File: src/rtl/simon_pkg.sv
// rtl/simon_pkg.sv - shared Simon Says types, colour codes and sequence geometry
package simon_pkg;

    typedef enum logic [1:0] {
        IDLE         = 2'd0,
        WAIT_PRESS   = 2'd1,
        WAIT_RELEASE = 2'd2
    } state_t;

    localparam logic [1:0] C_GREEN  = 2'b00;
    localparam logic [1:0] C_RED    = 2'b01;
    localparam logic [1:0] C_YELLOW = 2'b10;
    localparam logic [1:0] C_BLUE   = 2'b11;

    localparam int MAX_ROUND = 14;
    localparam int SEQ_W     = 32;
    localparam int STEP_W    = 2;

endpackage

File: src/rtl/btn_debounce.sv
// rtl/btn_debounce.sv - release debounce: pulses once btn has stayed all-zero long enough
module btn_debounce #(
    parameter int DEBOUNCE_CYCLES = 4
) (
    input  logic       clk,
    input  logic       rst_n,
    input  logic       en,
    input  logic [3:0] btn,
    output logic       released_pulse
);

    localparam int CW = (DEBOUNCE_CYCLES > 1) ? $clog2(DEBOUNCE_CYCLES) : 1;

    logic [CW-1:0] cnt_q, cnt_d;
    logic          released_q, released_d;

    always_comb begin
        cnt_d      = cnt_q;
        released_d = 1'b0;
        // Any bounce back to a nonzero level restarts the quiet window.
        if (!en || btn != 4'd0) begin
            cnt_d = '0;
        end else if (cnt_q == CW'(DEBOUNCE_CYCLES - 1)) begin
            released_d = 1'b1;
            cnt_d      = '0;
        end else begin
            cnt_d = cnt_q + CW'(1);
        end
    end

    always_ff @(posedge clk or negedge rst_n) begin
        if (!rst_n) begin
            cnt_q      <= '0;
            released_q <= 1'b0;
        end else begin
            cnt_q      <= cnt_d;
            released_q <= released_d;
        end
    end

    assign released_pulse = released_q;

endmodule

File: src/rtl/play_state.sv
// rtl/play_state.sv - player input capture: debounce, encode and pack button presses
module play_state
    import simon_pkg::*;
#(
    parameter int TIMEOUT_CYCLES  = 1000000,
    parameter int DEBOUNCE_CYCLES = 4
) (
    input  logic             clk,
    input  logic             rst_n,
    input  logic             en_play,
    input  logic [3:0]       round_ctr_in,
    input  logic [3:0]       btn,
    output logic [SEQ_W-1:0] seq_out_play,
    output logic [3:0]       press_count,
    output logic [3:0]       led_echo,
    output logic             busy,
    output logic             complete_play,
    output logic             timeout_play
);

    localparam int TW = $clog2(TIMEOUT_CYCLES);

    state_t           state_q, state_d;
    logic [SEQ_W-1:0] seq_q, seq_d;
    logic [3:0]       pcnt_q, pcnt_d;
    logic [3:0]       target_q, target_d;
    logic [TW-1:0]    tcnt_q, tcnt_d;
    logic [3:0]       held_q, held_d;
    logic             busy_q, busy_d;
    logic             complete_q, complete_d;
    logic             timeout_q, timeout_d;

    logic             released;
    logic             one_hot;
    logic [1:0]       code;

    btn_debounce #(
        .DEBOUNCE_CYCLES (DEBOUNCE_CYCLES)
    ) u_debounce (
        .clk            (clk),
        .rst_n          (rst_n),
        .en             (state_q == WAIT_RELEASE),
        .btn            (btn),
        .released_pulse (released)
    );

    assign one_hot = (btn != 4'd0) && ((btn & (btn - 4'd1)) == 4'd0);

    always_comb begin
        case (btn)
            4'b0001: code = C_GREEN;
            4'b0010: code = C_RED;
            4'b0100: code = C_YELLOW;
            4'b1000: code = C_BLUE;
            default: code = C_GREEN;
        endcase
    end

    always_comb begin
        state_d    = state_q;
        seq_d      = seq_q;
        pcnt_d     = pcnt_q;
        target_d   = target_q;
        tcnt_d     = tcnt_q;
        held_d     = held_q;
        complete_d = 1'b0;
        timeout_d  = 1'b0;

        case (state_q)
            IDLE: begin
                if (en_play) begin
                    seq_d    = '0;
                    pcnt_d   = 4'd0;
                    tcnt_d   = '0;
                    target_d = (round_ctr_in > 4'(MAX_ROUND)) ? 4'(MAX_ROUND) + 4'd1
                                                              : round_ctr_in + 4'd1;
                    state_d  = WAIT_PRESS;
                end
            end
            WAIT_PRESS: begin
                // A valid press on the expiry cycle takes priority over the timeout.
                if (one_hot) begin
                    seq_d   = seq_q | (SEQ_W'(code) << {pcnt_q, 1'b0});
                    pcnt_d  = pcnt_q + 4'd1;
                    tcnt_d  = '0;
                    held_d  = btn;
                    state_d = WAIT_RELEASE;
                end else if (tcnt_q == TW'(TIMEOUT_CYCLES - 1)) begin
                    timeout_d = 1'b1;
                    tcnt_d    = '0;
                    state_d   = IDLE;
                end else begin
                    tcnt_d = tcnt_q + TW'(1);
                end
            end
            WAIT_RELEASE: begin
                if (released) begin
                    held_d = 4'd0;
                    if (pcnt_q == target_q) begin
                        complete_d = 1'b1;
                        state_d    = IDLE;
                    end else begin
                        tcnt_d  = '0;
                        state_d = WAIT_PRESS;
                    end
                end
            end
            default: begin
                state_d = IDLE;
                held_d  = 4'd0;
            end
        endcase

        busy_d = (state_d != IDLE);
    end

    always_ff @(posedge clk or negedge rst_n) begin
        if (!rst_n) begin
            state_q    <= IDLE;
            seq_q      <= '0;
            pcnt_q     <= 4'd0;
            target_q   <= 4'd0;
            tcnt_q     <= '0;
            held_q     <= 4'd0;
            busy_q     <= 1'b0;
            complete_q <= 1'b0;
            timeout_q  <= 1'b0;
        end else begin
            state_q    <= state_d;
            seq_q      <= seq_d;
            pcnt_q     <= pcnt_d;
            target_q   <= target_d;
            tcnt_q     <= tcnt_d;
            held_q     <= held_d;
            busy_q     <= busy_d;
            complete_q <= complete_d;
            timeout_q  <= timeout_d;
        end
    end

    assign seq_out_play  = seq_q;
    assign press_count   = pcnt_q;
    assign led_echo      = held_q;
    assign busy          = busy_q;
    assign complete_play = complete_q;
    assign timeout_play  = timeout_q;

endmodule

File: config.mk
export PLATFORM = sky130hd
export DESIGN_NAME = play_state
export DESIGN_NICKNAME = d
export VERILOG_FILES = /design/src/rtl/simon_pkg.sv /design/src/rtl/btn_debounce.sv /design/src/rtl/play_state.sv
export SDC_FILE = /design/constraint.sdc
export NUM_CORES = 1
export LEC_CHECK = 0
export CORE_MARGIN = 3
export CORE_UTILIZATION = 30
export DETAILED_ROUTE_END_ITERATION = 16
export PLACE_DENSITY = 0.52
export SYNTH_ARGS = -nofsm -noshare
export SYNTH_HDL_FRONTEND = slang
export SYNTH_SLANG_ARGS = --single-unit
File: constraint.sdc
create_clock -name clk -period 2.52 [get_ports clk]
set_input_delay 0.252 -clock clk [delete_from_list [all_inputs] [get_ports clk]]
set_output_delay 0.252 -clock clk [all_outputs]
set_load 0.005 [all_outputs]
## Word-level counts from Yosys, hierarchy flattened

Cells that the tools add are included.

- Register bits: 72
- Bits in latches: 0
- Bits in writable memories: 0
- Memory bits (read-only): 0
- Input port bits: 11
- Output and inout bits: 43
- Logic and storage cells: 79
- Memories: 0

- Add/sub/neg operators: 5
- $mul: 0
- Divide/modulo/power cells: 0
- $lt $le $gt $ge: 1
- Equality and inequality tests: 12
- Shift-type cells: 1
- Muxes and demuxes: 33
- Bitwise gates (word level): 3
- Reductions and logical operators: 13

Operators with widths:

| cell | count |
|---|---|
| two-way mux 20 bit | 5 |
| two-way mux 32 bit | 2 |
| case mux 32 bit (2 select lines) | 1 |
| case mux 20 bit (3 select lines) | 1 |
| OR 32 bit | 1 |
| left shift 2 x 5 -> 32 bit | 1 |
| adder 20 x 1 -> 20 bit, second input constant | 1 |
| equality test 20 bit, second input constant | 1 |
| two-way mux 4 bit | 5 |
| two-way mux 2 bit | 6 |
| case mux 2 bit (3 select lines) | 2 |
| case mux 4 bit (3 select lines) | 1 |
| two-way mux 1 bit | 9 |
| adder 4 x 1 -> 4 bit, second input constant | 2 |
| != test 2 bit, second input constant | 4 |
| case mux 4 bit (2 select lines) | 1 |
| AND reduction 3 bit | 2 |
| AND 4 bit | 1 |
| equality test 2 bit, second input constant | 2 |
| equality test 4 x 2 -> 1 bit, second input constant | 1 |
| equality test 4 x 3 -> 1 bit, second input constant | 1 |
| equality test 4 bit | 1 |
| equality test 4 bit, second input constant | 1 |
| greater-than comparator 4 bit, second input constant | 1 |
| 14 further kinds | 15 |

## Depth between registers and ports, before layout

- Depth in word-level cells: 7
- Gate-level depth with buffers: 8
- Depth with buffers taken out: 6

## By module

Synthesis repeated with hierarchy kept, for this count alone.

- Cells, all modules: 342
- Area, all modules: 3379.5 um^2

Modules (own cells, without submodules):

| module | times used | cells an instance | area each (um^2) | sequential area each (um^2) |
|---|---|---|---|---|
| play_state | 1 | 331 | 3244.4 | 1726.7 |
| btn_debounce | 1 | 11 | 135.1 | 75.1 |

## Least setup slack after synthesis

Ideal clock, no wire load.

- Path type: reg2reg
- Start point: register tcnt_q[13]
- End point: register tcnt_q[16]
- Setup time: 138 ps
- Arrival time: 1781 ps
- Required time: 2382 ps
- Slack: 601 ps
- Stages on the path, launching flop included: 8
- Buffers on the path: 2
- Clock period less this slack: 1919 ps
- Path through: dfrtp_1 or4_4 nor4_4 a21oi_2 buf_6 buf_12 a31oi_2 a31oi_1

- Word-level cells in the longest chain between the ends: 4
- Elaborated cells between the ends (all ways): 5
- Classes of those cells: 1 x add/sub; 1 x eq/ne; 3 x mux

Ends and longest elaborated chain:

| item | line | source |
|---|---|---|
| start: declaration | play_state.sv:27 | `logic [TW-1:0] tcnt_q, tcnt_d;` |
| start signal: assignment | play_state.sv:133 | `tcnt_q <= tcnt_d;` |
| adder 20 x 1 -> 20 bit or equality test 20 bit (tied branches) | play_state.sv:93, play_state.sv:88 |  |
| two-way mux 20 bit (*) | play_state.sv:88 | `end else if (tcnt_q == TW'(TIMEOUT_CYCLES - 1)) begin` |
| two-way mux 20 bit (*) | play_state.sv:82 | `if (one_hot) begin` |
| case mux 20 bit (3 select lines) (*) | play_state.sv:69 | `case (state_q)` |

Mark *: on every way between the ends. The rest lies on a longest branch, timed or not.
A chain may end at the register's enable or synchronous reset.

## Final worst setup path

- Start point: register pcnt_q[1], in the netlist press_count[1]
- End point: register tcnt_q[10]

- Word-level cells in the longest chain between the ends: 3

Ends and longest elaborated chain:

| item | line | source |
|---|---|---|
| start: declaration | play_state.sv:25 | `logic [3:0] pcnt_q, pcnt_d;` |
| start signal: assignment | play_state.sv:131 | `pcnt_q <= pcnt_d;` |
| equality test 4 bit | play_state.sv:99 | `if (pcnt_q == target_q) begin` |
| != test 2 bit (no source line) | -- |  |
| AND reduction 4 bit (no source line) | -- |  |

Every way passes these cells.

==> impl_metrics.py <==
metrics = {
    "synth": {
        "synth_top_cell_by_area": "dfrtp_1",
        "synthFlopType": "dfrtp_1",
        "synth_seq_cells": 72,
        "synth_cell_types": 53,
        "synth_edf_count": 0,
        "synth_nets": 364,
        "synth_area_per_cell_sq_um": 9.92,
        "netlist_instances": 348,
        "synth_async_sr_flop_share_pct": 100,
        "ys_warn_count": 0,
        "ys_seq_area_share_pct": 52.2,
        "synthTopCellsByArea": "dfrtp_1, nor2_1, a31oi_1",
        "synth_area_sq_um": 3450,
        "synth_top_area_share_pct": 52.2,
    },
    "clocking": {
        "cts-root-buf": "clkbuf_16",
        "post_cts_buffers": 0,
        "clk_pin_slew_ns": 0.06,
        "clock-sinks": 72,
        "clk_latency_ns": 0.33,
        "clockBufferDepth": 2,
        "tritoncts": "yes",
        "numCtsBuffers": 9,
        "htree_levels": 3,
        "ctsHoldBuffers": 1,
        "cts_resized": 0,
    },
    "die": {
        "initial_core_util_pct": 31.3,
        "core_sq_um": 11000,
        "ioPinCount": 54,
        "die_w_microns": 113,
        "die-area_sq_um": 12800,
        "die-height_microns": 113,
        "rows": 38,
    },
    "timing": {
        "setup_viol": 0,
        "finalMaxSlewViolations": 0,
        "setup_tns_ns": 0,
        "fin_crit_sh_pct": 83.5,
        "finalHoldViolations": 0,
        "tightest_slew_ns": 0.609,
        "skew_ns": 0.00851,
        "slew_headroom_pct": 59.2,
        "fin_ws_ns": 0.415,
        "rsz0062_at_grt": "false",
        "max_freq_ghz": 0.475,
        "period_needed_ns": 2.10,
    },
    "drt": {
        "detail-route-antenna-nets": 0,
        "dr_total_vias": 2785,
        "post-route-drc-count": 0,
        "drt-total-wl_mm": 8.16,
        "drt-initial-drc-count": 196,
        "wl_per_cell_microns": 14.9,
        "dr.pass1.iters": 4,
        "viasPerCell": 5.07,
    },
    "grt": {
        "grt_usage_pct": 13.2,
        "grt-ovfl-total": 0,
        "grt_pass1_wl_mm": 13.8,
        "grt_max_degree": 73,
        "grt_antenna_before_repair": 0,
        "grt_pass1_vias": 2788,
    },
    "worst_setup_path": {
        "slowest_delay_ns": 0.55,
        "worst-path-max-fanout": 20,
        "required_ns": 2.76,
        "path_cells": "xor2_1 > nor4_2 > o22ai_1 > buf_4 > o211ai_1 > a21boi_0",
        "crit_arrival_ns": 2.34,
        "cp-start-kind": "register",
        "slowest_stage": "nor4_2",
        "endpoint_kind": "register",
        "critPathKind": "reg -> reg",
    },
    "placement": {
        "place_ws_ns": 0.0890,
        "io_buffers": 53,
        "hpwl_mm": 5.57,
        "place.gp.congestion": 0.720,
    },
    "pwr": {
        "total_leakage_power_nw": 1.95,
        "powerDensity_nw_per_um2": 853,
        "peakVddDrop_v": 0.000355,
    },
    "final_layout": {
        "drive_gt1_share_pct": 9.29,
        "syn_to_final_growth_pct": 28.3,
        "fillCellCount": 1127,
        "diodes": 0,
        "fin_nets": 420,
    },
    "status": {
        "outcome": "complete, no violations",
    },
    "worst_hold_path": {
        "hp-class": "reg -> reg",
    },
    "run": {
        "max_cap_viol_count": 0,
    },
}
## Yosys cell counts (2+ instances only)
cell	count
or3_1	2
or4_1	2
a21boi_0	2
nor4_4	2
nor4_2	2
a21oi_2	6
nand2b_1	5
nand2_1	28
a21o_1	3
clkbuf_1	8
nor3_1	7
buf_6	2
o211ai_1	3
and3_1	5
and2_1	5
a21oi_1	25
nor2_1	54
xor2_1	6
nor2b_1	4
ha_1	5
or2b_1	2
nor4_1	3
xnor2_1	3
a22o_1	6
inv_1	8
o21ai_0	6
o21ai_1	3
buf_2	2
a31oi_1	23
nor4b_1	3
dfrtp_1	72
nand3_1	15
nand4_1	2
a41oi_1	3
mux2i_1	3
## flip-flops by register name (all words and copies together), names as in the netlist
register	flops
busy	1
complete_play	1
led_echo	4
press_count	4
seq_out_play	32
state_q	2
target_q	4
tcnt_q	20
timeout_play	1
u_debounce.cnt_q	2
u_debounce.released_pulse	1
## final cells by class
type	instances	area [sq um]	share of cell area [%]
timing repair buffer	61	613	13.8
sequential	72	1800	40.7
clock inverter	6	67.6	1.52
multi-input combinational	252	1520	34.2
inverter	8	30.0	0.678
tap	140	175	3.95
clock buffer	10	229	5.17
## worst max-delay path: cells and delay by family, from the launching register on
family / cells / cell delay (ns)
AOI/OAI and AO/OA: 3 / 0.46
and+or+nand+nor: 1 / 0.55
DFF: 1 / 0.53
xor gates and xnor gates: 1 / 0.23
buffers and inverters: 1 / 0.23
## power breakdown
part,switching [mW],internal (mW),total [mW],leakage [nW]
clock,0.497,0.770,1.27,0.139
combinational,0.620,0.437,1.06,0.829
sequential,0.153,1.31,1.46,0.982
total,1.27,2.51,3.78,1.95
## placed cells by master (no fill, tap or decap), drive strengths merged, types with 4 or more instances in the layout
| cell | count |
|---|---|
| xor2 | 6 |
| nand3 | 15 |
| a21o | 4 |
| clkdlybuf4s50 | 52 |
| buf | 8 |
| a21oi | 31 |
| ha | 5 |
| nor2b | 4 |
| and3 | 5 |
| dfrtp | 72 |
| inv | 9 |
| nand2 | 28 |
| clkbuf | 10 |
| nor4 | 7 |
| a31oi | 24 |
| a22o | 6 |
| nor3 | 7 |
| nor2 | 55 |
| and2 | 5 |
| o21ai | 9 |
| nand2b | 5 |
## per-stage QoR
step	power [mW]	hold slack (ns)	cells	instance area [sq um]	util [%]
6_report	3.78	0.438	549	4430	40.2
3_3_place_gp	2.53	0.317	532	4130	37.4
3_5_place_dp	2.55	0.320	532	4130	37.4
2_1_floorplan	2.18	-0.0436	348	3450	-
5_1_grt	4.02	0.454	549	4430	40.2
4_1_cts	3.84	0.446	549	4430	40.2
## worst paths after layout
kind,cells after the start,end,slack [ns],from
worst max-delay path,6,tcnt_q[10],0.42,press_count[1]
worst min-delay path,1,u_debounce.cnt_q[0],0.44,u_debounce.cnt_q[0]
worst max register to register,6,tcnt_q[10],0.42,press_count[1]
worst min register to register,1,u_debounce.cnt_q[0],0.44,u_debounce.cnt_q[0]
max in group asynchronous,3,u_debounce.released_pulse,1.72,rst_n
min in group asynchronous,3,seq_out_play[25],0.49,rst_n
## layer usage
metal | global-route usage [%] | share of wire [%]
met4 | 3.13 | 0.67
met2 | 22.0 | 49
met1 | 17.0 | 46
met5 | 0 | 0
met3 | 3.74 | 4.3
## logic make-up after synthesis
family | share of synthesized area [%]
and+or+nand+nor | 22.2
buffers and inverters | 3.95
DFF | 52.2
adders and majority gates | 1.81
AOI/OAI and AO/OA | 16.7
xor gates and xnor gates | 2.28
muxes | 0.870
Note: power is estimated with default switching activity, not from simulation.
